[src/rtl/rf_exec_ctrl.sv]
// rf_exec_ctrl: execute/writeback sequencer for an 8x16 register file.
// Optional macro ALU_MUL_EN enables the 16-cycle shift-add MUL on op 111.
module rf_exec_ctrl #(
    parameter int DATA_W   = 16,
    parameter int ADDR_W   = 4,
    parameter int NUM_REGS = 8
) (
    input  logic              CLK,
    input  logic              RSTn,
    input  logic              start,
    input  logic [2:0]        op,
    input  logic [ADDR_W-1:0] ra,
    input  logic [ADDR_W-1:0] rb,
    output logic              busy,
    output logic              done,
    output logic              err,
    output logic              flag_z,
    output logic              flag_c,
    output logic              flag_v,
    output logic [ADDR_W-1:0] Addr_A,
    output logic [ADDR_W-1:0] Addr_B,
    output logic              WR,
    output logic [DATA_W-1:0] Data_in,
    input  logic [DATA_W-1:0] Src,
    input  logic [DATA_W-1:0] Dest
);

    localparam logic [2:0] OP_ADD = 3'b000;
    localparam logic [2:0] OP_SUB = 3'b001;
    localparam logic [2:0] OP_AND = 3'b010;
    localparam logic [2:0] OP_OR  = 3'b011;
    localparam logic [2:0] OP_XOR = 3'b100;
    localparam logic [2:0] OP_SHL = 3'b101;
    localparam logic [2:0] OP_MOV = 3'b110;
    localparam logic [2:0] OP_MUL = 3'b111;

    typedef enum logic [1:0] {
        IDLE,
        FETCH,
        EXEC,
        WB
    } state_t;

    state_t state, state_d;

    logic [2:0]        op_q, op_d;
    logic [ADDR_W-1:0] addr_a_d, addr_b_d;
    logic              busy_d, done_d, err_d, wr_d;
    logic [DATA_W-1:0] data_d;
    logic              fz_d, fc_d, fv_d;

    logic              bad_addr;
    logic              bad_op;

    logic [DATA_W-1:0]   alu_res;
    logic                alu_c;
    logic                alu_v;
    logic [DATA_W:0]     add_w;
    logic [DATA_W:0]     sub_w;
    logic [2*DATA_W-1:0] shl_w;

    assign bad_addr = ({1'b0, ra} >= (ADDR_W+1)'(NUM_REGS))
                   || ({1'b0, rb} >= (ADDR_W+1)'(NUM_REGS));

`ifdef ALU_MUL_EN
    logic [3:0]          cnt, cnt_d;
    logic [2*DATA_W-1:0] acc, acc_d;
    logic [2*DATA_W-1:0] acc_nxt;
    logic [2*DATA_W-1:0] pp;

    assign bad_op = 1'b0;

    // One partial product per EXEC cycle; Src/Dest stay stable while busy
    always_comb begin
        pp = '0;
        if (Src[cnt]) begin
            pp = {{DATA_W{1'b0}}, Dest} << cnt;
        end
        acc_nxt = acc + pp;
    end
`else
    assign bad_op = (op == OP_MUL);
`endif

    assign add_w = {1'b0, Dest} + {1'b0, Src};
    assign sub_w = {1'b0, Dest} - {1'b0, Src};
    assign shl_w = {{DATA_W{1'b0}}, Dest} << Src[3:0];

    // Single-cycle ALU: result plus carry/overflow for the latched op
    always_comb begin
        alu_res = '0;
        alu_c   = 1'b0;
        alu_v   = 1'b0;
        case (op_q)
            OP_ADD: begin
                alu_res = add_w[DATA_W-1:0];
                alu_c   = add_w[DATA_W];
                alu_v   = (Dest[DATA_W-1] == Src[DATA_W-1])
                       && (add_w[DATA_W-1] != Dest[DATA_W-1]);
            end
            OP_SUB: begin
                alu_res = sub_w[DATA_W-1:0];
                alu_c   = (Dest < Src);
                alu_v   = (Dest[DATA_W-1] != Src[DATA_W-1])
                       && (sub_w[DATA_W-1] != Dest[DATA_W-1]);
            end
            OP_AND: alu_res = Dest & Src;
            OP_OR:  alu_res = Dest | Src;
            OP_XOR: alu_res = Dest ^ Src;
            OP_SHL: begin
                alu_res = shl_w[DATA_W-1:0];
                alu_c   = shl_w[DATA_W];
            end
            OP_MOV: alu_res = Src;
            default: begin
                alu_res = '0;
            end
        endcase
    end

    // Next-state and next-output logic; every output is registered below
    always_comb begin
        state_d  = state;
        op_d     = op_q;
        addr_a_d = Addr_A;
        addr_b_d = Addr_B;
        busy_d   = busy;
        done_d   = 1'b0;
        err_d    = 1'b0;
        wr_d     = 1'b0;
        data_d   = Data_in;
        fz_d     = flag_z;
        fc_d     = flag_c;
        fv_d     = flag_v;
`ifdef ALU_MUL_EN
        cnt_d    = cnt;
        acc_d    = acc;
`endif
        unique case (state)
            IDLE: begin
                if (start) begin
                    op_d     = op;
                    addr_a_d = ra;
                    addr_b_d = rb;
                    if (bad_addr || bad_op) begin
                        done_d = 1'b1;
                        err_d  = 1'b1;
                    end else begin
                        state_d = FETCH;
                        busy_d  = 1'b1;
`ifdef ALU_MUL_EN
                        cnt_d   = 4'd0;
                        acc_d   = '0;
`endif
                    end
                end
            end
            FETCH: begin
                state_d = EXEC;
            end
            EXEC: begin
`ifdef ALU_MUL_EN
                if (op_q == OP_MUL) begin
                    acc_d = acc_nxt;
                    cnt_d = cnt + 4'd1;
                    if (cnt == 4'd15) begin
                        state_d = WB;
                        wr_d    = 1'b1;
                        data_d  = acc_nxt[DATA_W-1:0];
                        fz_d    = (acc_nxt[DATA_W-1:0] == '0);
                        fc_d    = (acc_nxt[2*DATA_W-1:DATA_W] != '0);
                        fv_d    = 1'b0;
                    end
                end else begin
                    state_d = WB;
                    wr_d    = 1'b1;
                    data_d  = alu_res;
                    fz_d    = (alu_res == '0);
                    fc_d    = alu_c;
                    fv_d    = alu_v;
                end
`else
                state_d = WB;
                wr_d    = 1'b1;
                data_d  = alu_res;
                fz_d    = (alu_res == '0);
                fc_d    = alu_c;
                fv_d    = alu_v;
`endif
            end
            WB: begin
                state_d = IDLE;
                busy_d  = 1'b0;
                done_d  = 1'b1;
            end
            default: begin
                state_d = IDLE;
            end
        endcase
    end

    // State and output registers; reset aborts any in-flight write
    always_ff @(posedge CLK or negedge RSTn) begin
        if (!RSTn) begin
            state   <= IDLE;
            op_q    <= 3'b000;
            Addr_A  <= '0;
            Addr_B  <= '0;
            busy    <= 1'b0;
            done    <= 1'b0;
            err     <= 1'b0;
            WR      <= 1'b0;
            Data_in <= '0;
            flag_z  <= 1'b0;
            flag_c  <= 1'b0;
            flag_v  <= 1'b0;
        end else begin
            state   <= state_d;
            op_q    <= op_d;
            Addr_A  <= addr_a_d;
            Addr_B  <= addr_b_d;
            busy    <= busy_d;
            done    <= done_d;
            err     <= err_d;
            WR      <= wr_d;
            Data_in <= data_d;
            flag_z  <= fz_d;
            flag_c  <= fc_d;
            flag_v  <= fv_d;
        end
    end

`ifdef ALU_MUL_EN
    // Multiplier step counter and product accumulator
    always_ff @(posedge CLK or negedge RSTn) begin
        if (!RSTn) begin
            cnt <= 4'd0;
            acc <= '0;
        end else begin
            cnt <= cnt_d;
            acc <= acc_d;
        end
    end
`endif

endmodule

[config.mk]
export PLATFORM = sky130hd
export DESIGN_NAME = rf_exec_ctrl
export DESIGN_NICKNAME = d
export VERILOG_FILES = /design/src/rtl/rf_exec_ctrl.sv
export SDC_FILE = /design/constraint.sdc
export NUM_CORES = 1
export LEC_CHECK = 0
export ABC_AREA = 1
export CAP_MARGIN = 20
export CORE_ASPECT_RATIO = 1.25
export CORE_MARGIN = 2
export CORE_UTILIZATION = 45
export CTS_CLUSTER_DIAMETER = 120
export CTS_CLUSTER_SIZE = 20
export DETAILED_ROUTE_END_ITERATION = 12
export PLACE_DENSITY = 0.68
export SLEW_MARGIN = 10
export SYNTH_ARGS = -nofsm -noshare
export SYNTH_HDL_FRONTEND = slang
export SYNTH_SLANG_ARGS = --single-unit
[constraint.sdc]
create_clock -name CLK -period 5.2 [get_ports CLK]
set_clock_uncertainty 0.05 [all_clocks]
set_input_delay 0.52 -clock CLK [delete_from_list [all_inputs] [get_ports CLK]]
set_output_delay 0.52 -clock CLK [all_outputs]
set_load 0.02 [all_outputs]
Word level (Yosys, flattened, before mapping) --
Cells that the tools add are included.
Word-level totals: flip-flop bits (word level) 36, output and inout port bits 31
Operators by class: add/subtract/negate cells 2, order comparisons 3, eq/ne operators 16, shift-type cells 1, mux-type cells 14, bitwise gates (word level) 3, reductions and logical operators 11
Operators with widths (count):
- one-hot mux 16 bit (7 select lines) | 1
- adder 16 x 16 -> 17 bit | 1
- << shifter 16 x 4 -> 17 bit | 1
- bitwise AND 16 bit | 1
- logical NOT 16 bit | 1
- < comparator 16 bit | 1
- bitwise OR 16 bit | 1
- subtractor 16 bit | 1
- bitwise XOR 16 bit | 1
- equality test 3 bit, second input constant | 4
- >= comparator 4 bit, second input constant | 2
- one-hot mux 2 bit (4 select lines) | 1
- equality test 3 x 2 -> 1 bit, second input constant | 2
- two-way mux 1 bit | 6
- one-hot mux 1 bit (2 select lines) | 3
- equality test 2 bit, second input constant | 2
- two-way mux 2 bit | 2
- != test 2 bit, second input constant | 2
- AND reduction 2 bit | 2
- equality test 3 x 1 -> 1 bit, second input constant | 1
- logical NOT 3 bit | 1
- != test 1 bit | 3
- one-hot mux 1 bit (3 select lines) | 1
- AND reduction 3 bit | 1
- 6 further kinds | 8

Depth between registers and ports, before layout --
Gate-level depths: netlist of the first run.
word-level depth 6, depth in mapped cells 20, depth with buffers taken out 17

Least setup slack after synthesis of the first run --
Ideal clock, no wire load.
path type input to register, start point input port Src[2], end point register flag_z, arrival time 2532 ps, path slack 2541 ps, cell stages on the path 18, buffers on the path 3, cell sequence buf_2 clkinv_1 buf_2 ha_1 buf_6 inv_1 nand2_1 nand2_1 inv_1 nand2_1 nand2_1 nand2_1 nand3_1 a21oi_1 nor2_1 nor2_1 nand3_1 o21bai_1
On the way: cells in the longest elaborated chain, start to end 3, elaborated cells between the ends (all ways) 8
RTL lines:
- from (decl) | line 24 | input logic [DATA_W-1:0] Src,
- subtractor 16 bit (tied with other cells) | line 86 | assign sub_w = {1'b0, Dest} - {1'b0, Src};
- one-hot mux 16 bit (7 select lines) (*) | line 94 | case (op_q)
- logical NOT 16 bit (*) | line 186 | fz_d = (alu_res == '0);
- to (signal assigned) | line 227 | flag_z <= fz_d;
- to (decl) | line 17 | output logic flag_z,
Mark *: on every way between the ends. The rest lies on a longest branch, timed or not. A chain may end at the register's enable or synchronous reset.

Worst setup path in the final report of the first run --
start point input port Src[2], end point register flag_c
On the way: cells in the longest elaborated chain, start to end 2, elaborated cells between the ends (all ways) 4
RTL lines:
- adder 16 x 16 -> 17 bit (tied with other cells) | line 85 | assign add_w = {1'b0, Dest} + {1'b0, Src};
- one-hot mux 1 bit (3 select lines) (*) | line 94
- to (signal assigned) | line 215 | flag_c <= 1'b0;
- to (signal assigned) | line 228 | flag_c <= fc_d;
- to (decl) | line 18 | output logic flag_c,
Marks and branches as above.

==> results of run 1 <==
-- cells by family (layout without fill, tap and decap cells) --
family	count (synthesis)	in the layout	share of synthesized area [%]
AO/OA/AOI/OAI	93	93	9.96
XOR/XNOR	1	1	0.173
adder cells (fa/ha/maj)	57	57	14.4
buffers and inverters	156	217	12.4
flip-flops	36	36	17.8
multiplexers	6	6	1.33
AND/OR/NAND/NOR	531	531	44.0
-- worst max-delay path: stages --
cell	delay (ns)
clkdlybuf4s50_1	0.45
buf_4	0.22
clkinv_1	0.12
ha_1	0.42
inv_1	0.15
nand2_1	0.08
nand2_1	0.16
nand3_1	0.12
nand2_1	0.13
nand2_1	0.08
nand3_1	0.12
a21oi_1	0.09
o21ai_0	0.19
nand3_1	0.12
o21ai_0	0.26
nand2_1	0.09
-- metal layers --
layer  up-vias  global-route usage [%]  wire [um]
met3        61                    2.90       1060
li1       2932                       -          -
met1      2629                    36.9       7540
met5         -                       0          0
met4         0                    19.2       1190
met2       251                    52.1       8630
-- cell usage in the layout, fill, tap and decap left out --
cell,synthesis,routed
nand2_1,279,279
inv_1,125,125
nand3_1,119,119
nor2_1,102,102
clkdlybuf4s50_1,0,75
ha_1,55,55
dfrtp_1,36,36
a21oi_1,36,36
o21ai_0,34,34
nand4_1,19,19
o22ai_1,14,14
mux2_2,6,6
nor3_1,5,5
clkbuf_16,0,5
buf_4,2,5
o21bai_1,3,3
inv_2,2,2
o221ai_1,2,2
and2_1,2,2
fa_1,2,2
clkinv_1,1,1
nand3_4,1,1
nand2_2,1,1
nor3b_1,1,1
o211ai_1,1,1
or2_2,1,1
nand3b_1,1,1
o21ai_1,1,1
o31ai_1,1,1
xor2_1,1,1
a31oi_1,1,1
bufinv_16,0,1
clkinv_2,0,1
clkbuf_1,5,1
buf_2,19,1
-- layout make-up --
type                            instances  share of cell area (%)
Multi-Input combinational cell        688                    58.5
Clock buffer                            6                    2.13
Inverter                              128                    7.95
Sequential cell                        36                    14.9
Tap cell                              135                    2.80
Timing Repair Buffer                   81                    13.1
Clock inverter                          2                   0.580
-- per-stage QoR --
stage	setup slack [ns]	area, um^2	instances	total power (W)	utilization [%]
2_1_floorplan	2.54	5060	880	0.00140	-
3_3_place_gp	1.72	5880	1068	0.00196	53.3
3_5_place_dp	1.74	5880	1068	0.00196	53.3
4_1_cts	2.03	6040	1076	0.00232	54.8
5_1_grt	1.79	6040	1076	0.00249	54.8
6_report	1.99	6040	1076	0.00233	54.8
-- state kept, by name (all words and copies together) (netlist names) --
| register | cells |
|---|---|
| op_q | 3 |
| done | 1 |
| flag_z | 1 |
| Addr_A | 4 |
| busy | 1 |
| Data_in | 16 |
| flag_v | 1 |
| Addr_B | 4 |
| WR | 1 |
| flag_c | 1 |
| state | 2 |
| err | 1 |
-- power by group through the flow --
stage	Sequential (W)	Clock [W]	Combinational, W
detailed placement	0.000499	0	0.00147
global route	0.000515	0.000358	0.00162
finish	0.000501	0.000339	0.00149
global placement	0.000498	0	0.00147
floorplan	0.000594	0	0.000802
CTS	0.000500	0.000347	0.00148
-- how the worst max path moves through the flow --
| stage | startpoint | end | slack [ns] |
|---|---|---|---|
| floorplan | Src[2] | flag_z | 2.54 |
| detailed placement | Src[2] | flag_c | 1.74 |
| CTS | Src[2] | flag_c | 2.03 |
| global placement | Src[2] | flag_c | 1.72 |
| finish | Src[2] | flag_c | 1.99 |
| global route | Src[2] | flag_c | 1.79 |
==> metrics.cfg, run 1 <==
[status]
outcome=complete, no violations

[drt]
num_vias=5873
avgRoutedWirePerCell_um=17.1
drtIter0Drc=424
ant_nets=0
wl_mm=18.4
drt-vias-per-instance=5.46
dr.pass1.iters=5
drc_errors=0

[clock_tree]
cts-hold-fix-buffers=0
clock_path_buffers=2
cts_tree=built
cts_buffers=5
insertion_delay_ns=0.28
cts.reportedPaths.clkPinSlew_ns=0.05
post-cts-setup-buffer-count=0
cts_root_buffer=clkbuf_16
cts_sinks=36
cts-resized-gates=0
htreeDepth=2

[die]
initial_utilization_pct=45.9
dieArea_mm2=0.0121
io_pins=77
num_rows=43
core_area_mm2=0.0110
die_x_um=98.9
fp.dieH_um=123

[synthesis]
synth_area_leaders=nand2_1 21%, dfrtp_1 18%, ha_1 14%
synth_warnings=0
synth_top_cell_by_area=nand2_1
postSynthAreaPerCell_um2=5.75
synth_most_common_cell=nand2_1
yosys-top-cells-count=279 x nand2_1, 125 x inv_1, 119 x nand3_1, 102 x nor2_1, 55 x ha_1
async_flop_share_pct=100
synthCells=880
synth_top_area_share_pct=20.7
ys_ff_latch=36
synth_cell_type_count=33
synth_edf_count=0
syn_nets=983
ys.flop_type=dfrtp_1
ys_seq_area_share_pct=17.8
syn_area_mm2=0.00506

[place]
io_buffers=76
dp_hpwl_mm=14.7
place_congestion=1.05

[global_routing]
grt_overflow=0
grt_use_total_pct=30.6
grt_start_max_net_pins=37
antenna_found_initial=0
grt_pass1_wl_mm=29.0
grt_pass1_vias=5607

[job]
maxCapViolCount=0

[sta]
setup_viol=0
finalMaxSlewViolations=0
fin_tns_setup_ns=0
hold_slack_ns=0.268
rsz0062_at_grt=no
min_period_ns=3.21
fmax_mhz=311
post-route-period-util_pct=61.8
hold_viol_final=0
tightest_slew_ns=1.06
slew_headroom_pct=29.2

[worst_hold_path]
min_path_type=input port to asynchronous set/reset pin

[setup_path]
ff2ff_setup_slack_ns=2.25
cp.required_ns=5.31
worstSetupEndpointType=flip-flop
crit_path_max_fanout=19
r2r-start=op_q[2]
crit_path_start_kind=input port
worst_ep_arrival_time_ns=3.32
reg2reg_depth=10
rr_endpoint=flag_z
critPathKind=input port to flip-flop

[finish]
antenna_cells=0
multi_input_area_mm2=0.00354
finalNetCount=1043
fill_cells=1150
drive_above_1_share_pct=2.55
ff_latch_area_um2=901
area_growth_pct=19.4

[pwr]
p_int_w=0.00116
p_switching_w=0.00117
power_frac_comb_pct=64.0
power.density_mw_per_mm2=386
sw_frac_of_total_pct=50.3
pwr-share-clk_pct=14.5
peakVddDrop_v=0.000432
leakage_nw=3.26
sequentialPowerShare_pct=21.5

(Power assumes the default switching activity.)
==> run 2: changes to the inputs <==
==> constraint.sdc (replaced) <==
create_clock -name CLK -period 3.2 [get_ports CLK]
set_clock_uncertainty 0.05 [all_clocks]
set_input_delay 0.32 -clock CLK [delete_from_list [all_inputs] [get_ports CLK]]
set_output_delay 0.32 -clock CLK [all_outputs]
set_load 0.02 [all_outputs]
==> metrics.cfg, run 2 (synthesis results as in run 1) <==
[status]
outcome=complete, no violations

[drt]
num_vias=6048
drtIter0Drc=569
dr.pass1.iters=6
avgRoutedWirePerCell_um=17.4
drt-vias-per-instance=5.50
ant_nets=0
wl_mm=19.2
drc_errors=0

[setup_path]
worst_ep_arrival_time_ns=3.01
worstSetupEndpointType=flip-flop
crit_path_max_fanout=8
critPathKind=input port to flip-flop
cp.required_ns=3.36
crit_path_start_kind=input port

[sta]
rsz0062_at_grt=no
min_period_ns=2.85
post-route-period-util_pct=89.0
setup_viol=0
fmax_mhz=351
finalMaxSlewViolations=0
slew_headroom_pct=46.9
tightest_slew_ns=0.796
fin_tns_setup_ns=0
hold_viol_final=0
fin_ws_ns=0.352

[pwr]
leakage_nw=3.39
peakVddDrop_v=0.000675
power.density_mw_per_mm2=626

[finish]
fill_cells=1131
drive_above_1_share_pct=5.08
largest_reg_flops=16
area_growth_pct=23.3
reg_top3=Data_in: 16 flops, Addr_A: 4 flops, Addr_B: 4 flops
top_register=Data_in
antenna_cells=0
final_common_cell=nand2_1
finalNetCount=1067
mostFrequentLayoutCells=279 x nand2_1, 125 x inv_1, 119 x nand3_1

[die]
io_pins=77
dieArea_mm2=0.0121
die_x_um=98.9
num_rows=43
core_area_mm2=0.0110
fp.dieH_um=123
initial_utilization_pct=45.9

[clock_tree]
clock_path_buffers=2
cts-resized-gates=0
cts_root_buffer=clkbuf_16
insertion_delay_ns=0.28
cts_sinks=36
cts_buffers=5
htreeDepth=2
cts.reportedPaths.clkPinSlew_ns=0.06
cts-hold-fix-buffers=0
post-cts-setup-buffer-count=0
cts_tree=built

[place]
pre_cts_ws_ns=0.150
place_congestion=1.09
io_buffers=76
dp_hpwl_mm=15.4

[global_routing]
grt_overflow=0
grt_start_max_net_pins=37
grt_pass1_wl_mm=29.9
grt_pass1_vias=5670
antenna_found_initial=0
grt_use_total_pct=31.9

[job]
maxCapViolCount=0

[worst_hold_path]
min_path_type=input port to asynchronous set/reset pin

[run 2: final cells by class]
class                      instances  area, um^2  area share (%)
multi-input combinational        688        3540            56.6
tap                              135         169            2.71
timing repair buffer             105         973            15.6
sequential                        36         901            14.4
clock buffer                       7         153            2.45
clock inverter                     1        30.0           0.481
inverter                         128         480            7.70
[run 2: metal layers]
layer / global-route usage (%) / part of all wire [%] / vias to the layer above
met1: 37.4 / 39 / 2705
met2: 54.3 / 46 / 292
met5: 0 / 0 / -
li1: - / - / 2979
met3: 3.25 / 6.2 / 72
met4: 22.3 / 8.0 / 0
[run 2: per-stage QoR]
stage                     cell area, um^2  util (%)  cells  hold WS, ns  power (W)
after floorplan                      5060         -    880      -0.0256    0.00227
after global placement               6060      54.9   1092        0.410    0.00325
after detailed placement             6060      54.9   1092        0.405    0.00326
after CTS                            6240      56.6   1100       0.0973    0.00388
after global routing                 6240      56.6   1100        0.147    0.00418
final                                6240      56.6   1100       0.0699    0.00391
[run 2: path summary, 6_finish.rpt]
path                                  from         end  slack, ns  cells after the start
worst max-delay path               Dest[4]      flag_z       0.35                     14
worst min-delay path                  RSTn  Data_in[3]       0.07                      1
worst max register to register     op_q[2]      flag_z       0.51                     12
worst min register to register  Data_in[1]  Data_in[1]       0.43                      2
max in group asynchronous             RSTn     op_q[2]       2.52                      1
min in group CLK                Data_in[1]  Data_in[1]       0.43                      2
[run 2: critical path, cell delays in order]
cell	delay, ns
clkdlybuf4s50_1	0.58
inv_1	0.08
ha_1	0.39
nor2_1	0.33
nand3_1	0.24
nand3_1	0.24
nand2_1	0.10
nand3_1	0.08
nand2_1	0.05
nand3_1	0.08
nand3_1	0.18
nor2_1	0.14
nand3_1	0.08
o21bai_1	0.12
[run 2: power by group]
group	total, W	switching [W]	internal [W]
registers	0.000813	0.000156	0.000657
clock network	0.000597	0.000187	0.000410
logic	0.00250	0.00160	0.000898
total	0.00391	0.00194	0.00196
